**src/rtl/shift_sched_pkg.sv**
```systemverilog
// Shared constants and encodings for the shift_sched operand scheduler.
package shift_sched_pkg;

  localparam int unsigned LAT = 4;

  typedef enum logic {REQ_A = 1'b0, REQ_B = 1'b1} req_id_e;
  typedef enum logic {DIR_RIGHT = 1'b0, DIR_LEFT = 1'b1} dir_e;
  typedef enum logic {OP_SHIFT = 1'b0, OP_ROT = 1'b1} rot_e;

endpackage

```
**src/rtl/rr_arb2.sv**
```systemverilog
// Two-input round-robin arbiter; the pointer remembers the last winner and
// moves only when a grant (and therefore a transfer) happens.
module rr_arb2
  import shift_sched_pkg::*;
(
  input  logic       clk,
  input  logic       rst,
  input  logic [1:0] req,
  output logic [1:0] grant
);

  req_id_e last_q, last_d;

  always_comb begin
    grant = '0;
    if (!rst) begin
      case (req)
        2'b01:   grant = 2'b01;
        2'b10:   grant = 2'b10;
        2'b11:   grant = (last_q == REQ_A) ? 2'b10 : 2'b01;
        default: grant = '0;
      endcase
    end
  end

  always_comb begin
    last_d = last_q;
    if (grant[0]) begin
      last_d = REQ_A;
    end else if (grant[1]) begin
      last_d = REQ_B;
    end
  end

  // Resetting to B makes A the first winner under contention.
  always_ff @(posedge clk) begin
    if (rst) begin
      last_q <= REQ_B;
    end else begin
      last_q <= last_d;
    end
  end

endmodule

```
**src/rtl/shift_sched.sv**
```systemverilog
// Two-requester scheduler for an external LAT-cycle shifter with tag tracking.
// Optional per-requester accept counters: define SHIFT_SCHED_STATS_EN.
module shift_sched
  import shift_sched_pkg::*;
#(
  parameter int unsigned LAT = shift_sched_pkg::LAT,
  parameter int unsigned W   = 32
) (
  input  logic         clk,
  input  logic         rst,
  input  logic [1:0]   req_valid,
  output logic [1:0]   req_ready,
  input  logic [W-1:0] req_x_a,
  input  logic [W-1:0] req_x_b,
  input  logic [4:0]   req_amt_a,
  input  logic [4:0]   req_amt_b,
  input  logic         req_dir_a,
  input  logic         req_dir_b,
  input  logic         req_rot_a,
  input  logic         req_rot_b,
  output logic [W-1:0] sh_x,
  output logic [4:0]   sh_r,
  output logic         sh_s,
  output logic         sh_rot,
  input  logic [W-1:0] sh_y,
  output logic [1:0]   rsp_valid,
  output logic [W-1:0] rsp_data,
`ifdef SHIFT_SCHED_STATS_EN
  output logic [2:0]   inflight,
  output logic [15:0]  stat_a,
  output logic [15:0]  stat_b
`else
  output logic [2:0]   inflight
`endif
);

  logic [1:0]     grant;
  logic           accept;
  logic           rsp_any;
  logic [LAT-1:0] tag_v_q, tag_v_d;
  logic [LAT-1:0] tag_id_q, tag_id_d;
  logic [2:0]     inflight_q, inflight_d;

  rr_arb2 u_arb (
    .clk   (clk),
    .rst   (rst),
    .req   (req_valid),
    .grant (grant)
  );

  always_comb begin
    accept    = |grant;
    req_ready = grant;
    sh_x      = '0;
    sh_r      = '0;
    sh_s      = 1'b0;
    sh_rot    = 1'b0;
    if (grant[0]) begin
      sh_x   = req_x_a;
      sh_r   = req_amt_a;
      sh_s   = req_dir_a;
      sh_rot = req_rot_a;
    end else if (grant[1]) begin
      sh_x   = req_x_b;
      sh_r   = req_amt_b;
      sh_s   = req_dir_b;
      sh_rot = req_rot_b;
    end
  end

  // Tags travel alongside the shifter's own pipeline, one stage per cycle.
  always_comb begin
    tag_v_d     = '0;
    tag_id_d    = '0;
    tag_v_d[0]  = accept;
    tag_id_d[0] = grant[1] ? REQ_B : REQ_A;
    for (int unsigned i = 1; i < LAT; i++) begin
      tag_v_d[i]  = tag_v_q[i-1];
      tag_id_d[i] = tag_id_q[i-1];
    end
  end

  always_comb begin
    rsp_any   = tag_v_q[LAT-1] & ~rst;
    rsp_valid = '0;
    if (rsp_any) begin
      rsp_valid = (tag_id_q[LAT-1] == REQ_B) ? 2'b10 : 2'b01;
    end
    rsp_data = rsp_any ? sh_y : '0;
  end

  always_comb begin
    inflight_d = inflight_q;
    case ({accept, rsp_any})
      2'b10:   inflight_d = inflight_q + 3'd1;
      2'b01:   inflight_d = inflight_q - 3'd1;
      default: inflight_d = inflight_q;
    endcase
    inflight = rst ? '0 : inflight_q;
  end

  always_ff @(posedge clk) begin
    if (rst) begin
      tag_v_q    <= '0;
      tag_id_q   <= '0;
      inflight_q <= '0;
    end else begin
      tag_v_q    <= tag_v_d;
      tag_id_q   <= tag_id_d;
      inflight_q <= inflight_d;
    end
  end

`ifdef SHIFT_SCHED_STATS_EN
  logic [15:0] stat_a_q, stat_a_d;
  logic [15:0] stat_b_q, stat_b_d;

  always_comb begin
    stat_a_d = stat_a_q + {15'd0, grant[0]};
    stat_b_d = stat_b_q + {15'd0, grant[1]};
    stat_a   = stat_a_q;
    stat_b   = stat_b_q;
  end

  always_ff @(posedge clk) begin
    if (rst) begin
      stat_a_q <= '0;
      stat_b_q <= '0;
    end else begin
      stat_a_q <= stat_a_d;
      stat_b_q <= stat_b_d;
    end
  end
`endif

endmodule

```
**config.mk**
```make
export PLATFORM = sky130hd
export DESIGN_NAME = shift_sched
export DESIGN_NICKNAME = d
export VERILOG_FILES = /design/src/rtl/shift_sched_pkg.sv /design/src/rtl/rr_arb2.sv /design/src/rtl/shift_sched.sv
export SDC_FILE = /design/constraint.sdc
export NUM_CORES = 1
export LEC_CHECK = 0
export ABC_AREA = 1
export CORE_ASPECT_RATIO = 0.9
export CORE_UTILIZATION = 26
export CTS_CLUSTER_SIZE = 40
export DETAILED_ROUTE_END_ITERATION = 10
export GPL_TIMING_DRIVEN = 0
export PLACE_DENSITY = 0.88
export SKIP_CTS_REPAIR_TIMING = 1
export SYNTH_ARGS = -nofsm -noshare
export SYNTH_HDL_FRONTEND = slang
export SYNTH_SLANG_ARGS = --single-unit
export TNS_END_PERCENT = 20
```
**constraint.sdc**
```tcl
create_clock -name clk -period 3.65 [get_ports clk]
set_input_delay 0.9125 -clock clk [delete_from_list [all_inputs] [get_ports clk]]
set_output_delay 0.9125 -clock clk [all_outputs]
set_load 0.01 [all_outputs]
```
# == Word-level counts from Yosys, hierarchy flattened ==
# Index checks and enable logic that the tools add are counted.
# Widths: inputs -> output; s select.
# word_totals
out_inout_bits,78
rom_bits,0
latchBits,0
regBits,12
mem_count,0
ramBits,0
inputBits,114
elab_cells,35
# op_classes
n_reduce_logical,3
n_bitwise,2
multipliers,0
div_mod_pow,0
n_mux,19
n_shift,0
add_sub_neg,2
n_eq_ne,5
order_cmp,0
# op_table
op,count
$mux 32,3
$mux 5,2
$mux 2,4
$mux 1,7
$eq 2x2->1 const B,3
$pmux 2 s3,1
$pmux 3 s2,1
$eq 2x1->1 const B,2
$reduce_bool 2->1,2
$add 3x1->3 const B,1
$mux 3,1
$sub 3x1->3 const B,1
$reduce_or 2->1,1
$and 1x1->1,1
$not 1->1,1

# == Depth between registers and ports, before layout ==
# Gate-level depths: netlist (run 1).
# depth
depth_word,6
ltp_mapped,14
depth_no_buf,14

# == Cells and area by module ==
# From an unflattened synthesis (run 1), not the netlist that was laid out.
# hier_totals
cells_unflattened,267
hier_area_um2,1397.6
# modules_own_cells
module,area_per_inst_um2,n_inst,cells_per_inst,seq_area_each_um2
shift_sched,1330.0,1,256,220.2
rr_arb2,67.6,1,11,20.0

# == Least setup slack after synthesis (run 1) ==
# No wires, ideal clock.
# synth_timing
kind,input port to output port
start,in rst
end,out sh_x[26]
t_required_ns,2.738
n_path_buf,2
stages,7
slack_ns,1.173
arrival_ns,1.565
path_cell_list,buf_6 -> inv_8 -> nand3_2 -> inv_4 -> buf_12 -> nand2_1 -> nand2_1
# synth_via
elab_cells_between_ends,3
classes_between,mux: 3
# synth_rtl
item,line,text
from (decl),shift_sched.sv:10,"input logic rst,"
$mux 2,rr_arb2.sv:16,if (!rst) begin
via req_ready[0],shift_sched.sv:12,"output logic [1:0] req_ready,"
$mux 32,shift_sched.sv:58,if (grant[0]) begin
to (decl),shift_sched.sv:21,"output logic [W-1:0] sh_x,"
# The timed path passes the listed nets, and every way through them passes these cells.

# == Worst setup path in the final report (run 1) ==
# layout_timing
start,in req_valid[1]
end,out sh_x[1]
# layout_via
elab_chain_cells,5
elab_cells_between_ends,7
classes_between,eq/ne: 3; mux: 4
# layout_lines
item,line,text
from (decl),shift_sched.sv:11,"input logic [1:0] req_valid,"
$eq 2x2->1 or $eq 2x1->1 (tied branches),rr_arb2.sv:17,case (req)
$pmux 2 s3 (*),rr_arb2.sv:17,
$mux 2 (*),rr_arb2.sv:16,
$mux 32,shift_sched.sv:63,end else if (grant[1]) begin
$mux 32 (*),shift_sched.sv:58,
# Every way passes the cells marked *; elsewhere a longest branch is shown, timed or not.

==> metrics.md, run 1 <==
| Metric | Value |
|---|---|
| Yosys reg bits | `12` |
| Layout cell share with drive strength beyond 1 | `6.43%` |
| Core box area | `0.00486 mm^2` |
| Post-synthesis sequential area ratio | `18.2%` |
| Crit path max fanout | `10` |
| Largest net degree at the start of global routing | `11` |
| Hold Crit Class | `flop to flop` |
| Area Overhead vs Synth | `153%` |
| Critical Path Source | `req_valid[1]` |
| Slew Viols, Final | `0` |
| Net Count, Synth | `374` |
| Drt pass-1 iters | `4` |
| Grt total ovfl | `0` |
| Crit path kind | `input pin to output port` |
| Hold Crit Start | `tag_id_q[2]` |
| M2 GR Usage | `40.4%` |
| Synth top area cells | `nand2_1 33%, dfxtp_1 18%, inv_1 14%, nor2_1 13%, nand2_2 3.8%` |
| Clock Latency Late Sink | `0.23 ns` |
| Yosys warns | `0` |
| Iteration-0 DRC count of the detailed router | `49` |
| Count of max-cap constraint violations | `0` |
| Final hold vios | `0` |
| Final period util | `95.1%` |
| CTS Buf Count | `3` |
| Post-Syn Area per Cell | `5.12 um^2` |
| M1 GR Usage | `18.7%` |
| Yosys top cell by area | `nand2_1` |
| Tot Pwr | `0.000554 W` |
| Vias in the first global route | `1969` |
| Clock transition at the registers of the reported paths | `0.05 ns` |
| Final setup viols | `0` |
| Via count | `2085` |
| Clock sink count | `12` |
| Global-route wire length before repair | `8.56 mm` |
| Vias per std cell | `4.04` |
| Gr usage total | `19.8%` |
| RSZ-0062 raised after global routing | `no` |
| Longest Clk Path Bufs | `2` |
| Mapped Area | `0.00132 mm^2` |
| Max-slew headroom | `87.4%` |
| Io pins | `192` |
| P_leak | `1.63 nW` |
| WP data required | `2.74 ns` |
| H-tree levels | `1` |
| Commonest non-fill, non-tap cell in the layout | `clkdlybuf4s50_1` |
| Initial Util | `27.1%` |
| Root buffer cell | `clkbuf_8` |
| VDD IR max | `0.000116 V` |
| Die ar. | `0.00537 mm^2` |
| DR WL/cell | `10.3 um` |
| Row Count | `24` |
| IO Port Bufs | `190` |
| TritonCTS clock tree | `done` |
| RR Startpoint | `u_arb.last_q` |
| Synth cell types | `21` |
| Antenna violations before repair | `0` |
| Critical Path AT | `2.56 ns` |
| Worst-Margin Slew | `0.188 ns` |
| Sum Neg Setup Slack | `0 ns` |
| GRT busiest layer | `met2` |
| GP Congestion | `0.775` |
| Die H | `69.6 um` |
| Met3 usage | `6.45%` |
| Worst setup EP type | `output port` |
| Minimum clock period | `3.47 ns` |
| Clk_skew | `0.00337 ns` |
| Die Wd | `77.1 um` |
| Fmax | `0.288 GHz` |
| Post-route ant nets | `0` |
| Synth top area share | `33.3%` |
| Antenna cell count | `0` |
| Nets@finish | `569` |
| Final HPWL DP | `4.69 mm` |
| Outcome | `finished, final reports clean` |
| Cells after Synth | `258` |
| P per Cell Area | `166 mW/mm^2` |
| Drc violations | `0` |
| Startpoint Class | `input pin` |
| Final wirelength | `5.31 mm` |
| Commonest non-fill, non-tap cells in the layout | `190 x clkdlybuf4s50_1, 117 x nand2_1, 50 x inv_1` |
path summary, 6_finish.rpt:
check | to | slack [ns] | cells after the start
setup / recovery | sh_x[1] | 0.18 | 8
hold / removal | tag_id_q[3] | 0.40 | 2
setup reg to reg | inflight_q[2] | 1.94 | 14
hold reg to reg | tag_id_q[3] | 0.40 | 2
state kept, by name, indices dropped and copies added, names as in the netlist:
signal and flops:
inflight_q 3, tag_id_q 4, u_arb.last_q 1, tag_v_q 4
power breakdown:
part	switching [W]	internal, W	total, W	leakage (nW)
registers	0.00000285	0.000139	0.000142	0.0986
logic	0.000104	0.000194	0.000298	1.51
clock network	0.0000421	0.0000722	0.000114	0.0216
total	0.000149	0.000405	0.000554	1.63
area by class of cell:
class | instances | area, um^2
inverters | 53 | 209
well taps | 65 | 81.3
multi-input cells | 180 | 753
fillers | 417 | 1520
flip-flops and latches | 12 | 240
clock buffers | 3 | 41.3
plain buffers | 13 | 118
repair buffers | 190 | 1900
Yosys cell counts:
| cell type | instances |
|---|---|
| nand2_1 | 117 |
| inv_1 | 50 |
| nor2_1 | 44 |
| dfxtp_1 | 12 |
| nand2_2 | 8 |
| buf_4 | 5 |
| buf_6 | 4 |
| buf_2 | 3 |
| a21oi_1 | 2 |
| o21ai_0 | 2 |
| buf_12 | 1 |
| fa_1 | 1 |
| ha_1 | 1 |
| inv_2 | 1 |
| inv_4 | 1 |
| inv_8 | 1 |
| nand3_1 | 1 |
| nand3_2 | 1 |
| nand3_4 | 1 |
| nand4_1 | 1 |
| o211ai_1 | 1 |
per-stage QoR:
step | cells | util, % | cell area, um^2 | hold WS (ns) | setup slack (ns)
finish | 516 | 68.8 | 3340 | 0.400 | 0.179
global route | 516 | 68.8 | 3340 | 0.420 | 0.0643
CTS | 516 | 68.8 | 3340 | 0.399 | 0.169
detailed placement | 513 | 67.9 | 3300 | 0.392 | 0.173
global placement | 513 | 67.9 | 3300 | 0.389 | 0.198
floorplan | 258 | - | 1320 | 0.388 | 1.17
metal layers:
layer / up-vias / routed length [um]
li1: 1110 / -
met1: 861 / 1850
met2: 108 / 2860
met3: 6 / 527
met4: 0 / 70
met5: - / 0
critical path, cell delays in order:
cell             delay (ns)
clkdlybuf4s50_1        0.47
nand2_1                0.13
nand3_2                0.11
inv_4                  0.11
buf_6                  0.14
nand2_1                0.05
nand2_1                0.06
clkdlybuf4s50_1        0.57
cells by family after synthesis:
group / count (synthesis) / share of synthesized area [%]
buffers and inverters: 66 / 24.7
AOI/OAI and AO/OA: 5 / 2.09
and+or+nand+nor: 173 / 52.5
adders and majority gates: 2 / 2.46
DFF: 12 / 18.2
No activity file was read; power rests on OpenSTA's default activity.
==> inputs of run 2 (changes only) <==
--- a/config.mk
+++ b/config.mk
@@ -12,6 +12,7 @@
 export DETAILED_ROUTE_END_ITERATION = 10
 export GPL_TIMING_DRIVEN = 0
 export PLACE_DENSITY = 0.88
+export SETUP_SLACK_MARGIN = 0.02
 export SKIP_CTS_REPAIR_TIMING = 1
 export SYNTH_ARGS = -nofsm -noshare
 export SYNTH_HDL_FRONTEND = slang
==> results of run 2 <==
Final layout, timing and power as in run 1 (identical DEF).
==> inputs of run 3 (changes only) <==
--- a/config.mk
+++ b/config.mk
@@ -13,7 +13,6 @@
 export GPL_TIMING_DRIVEN = 0
 export PLACE_DENSITY = 0.88
 export SETUP_SLACK_MARGIN = 0.02
-export SKIP_CTS_REPAIR_TIMING = 1
 export SYNTH_ARGS = -nofsm -noshare
 export SYNTH_HDL_FRONTEND = slang
 export SYNTH_SLANG_ARGS = --single-unit
==> results of run 3 <==
Final layout, timing and power as in run 1 (identical DEF).
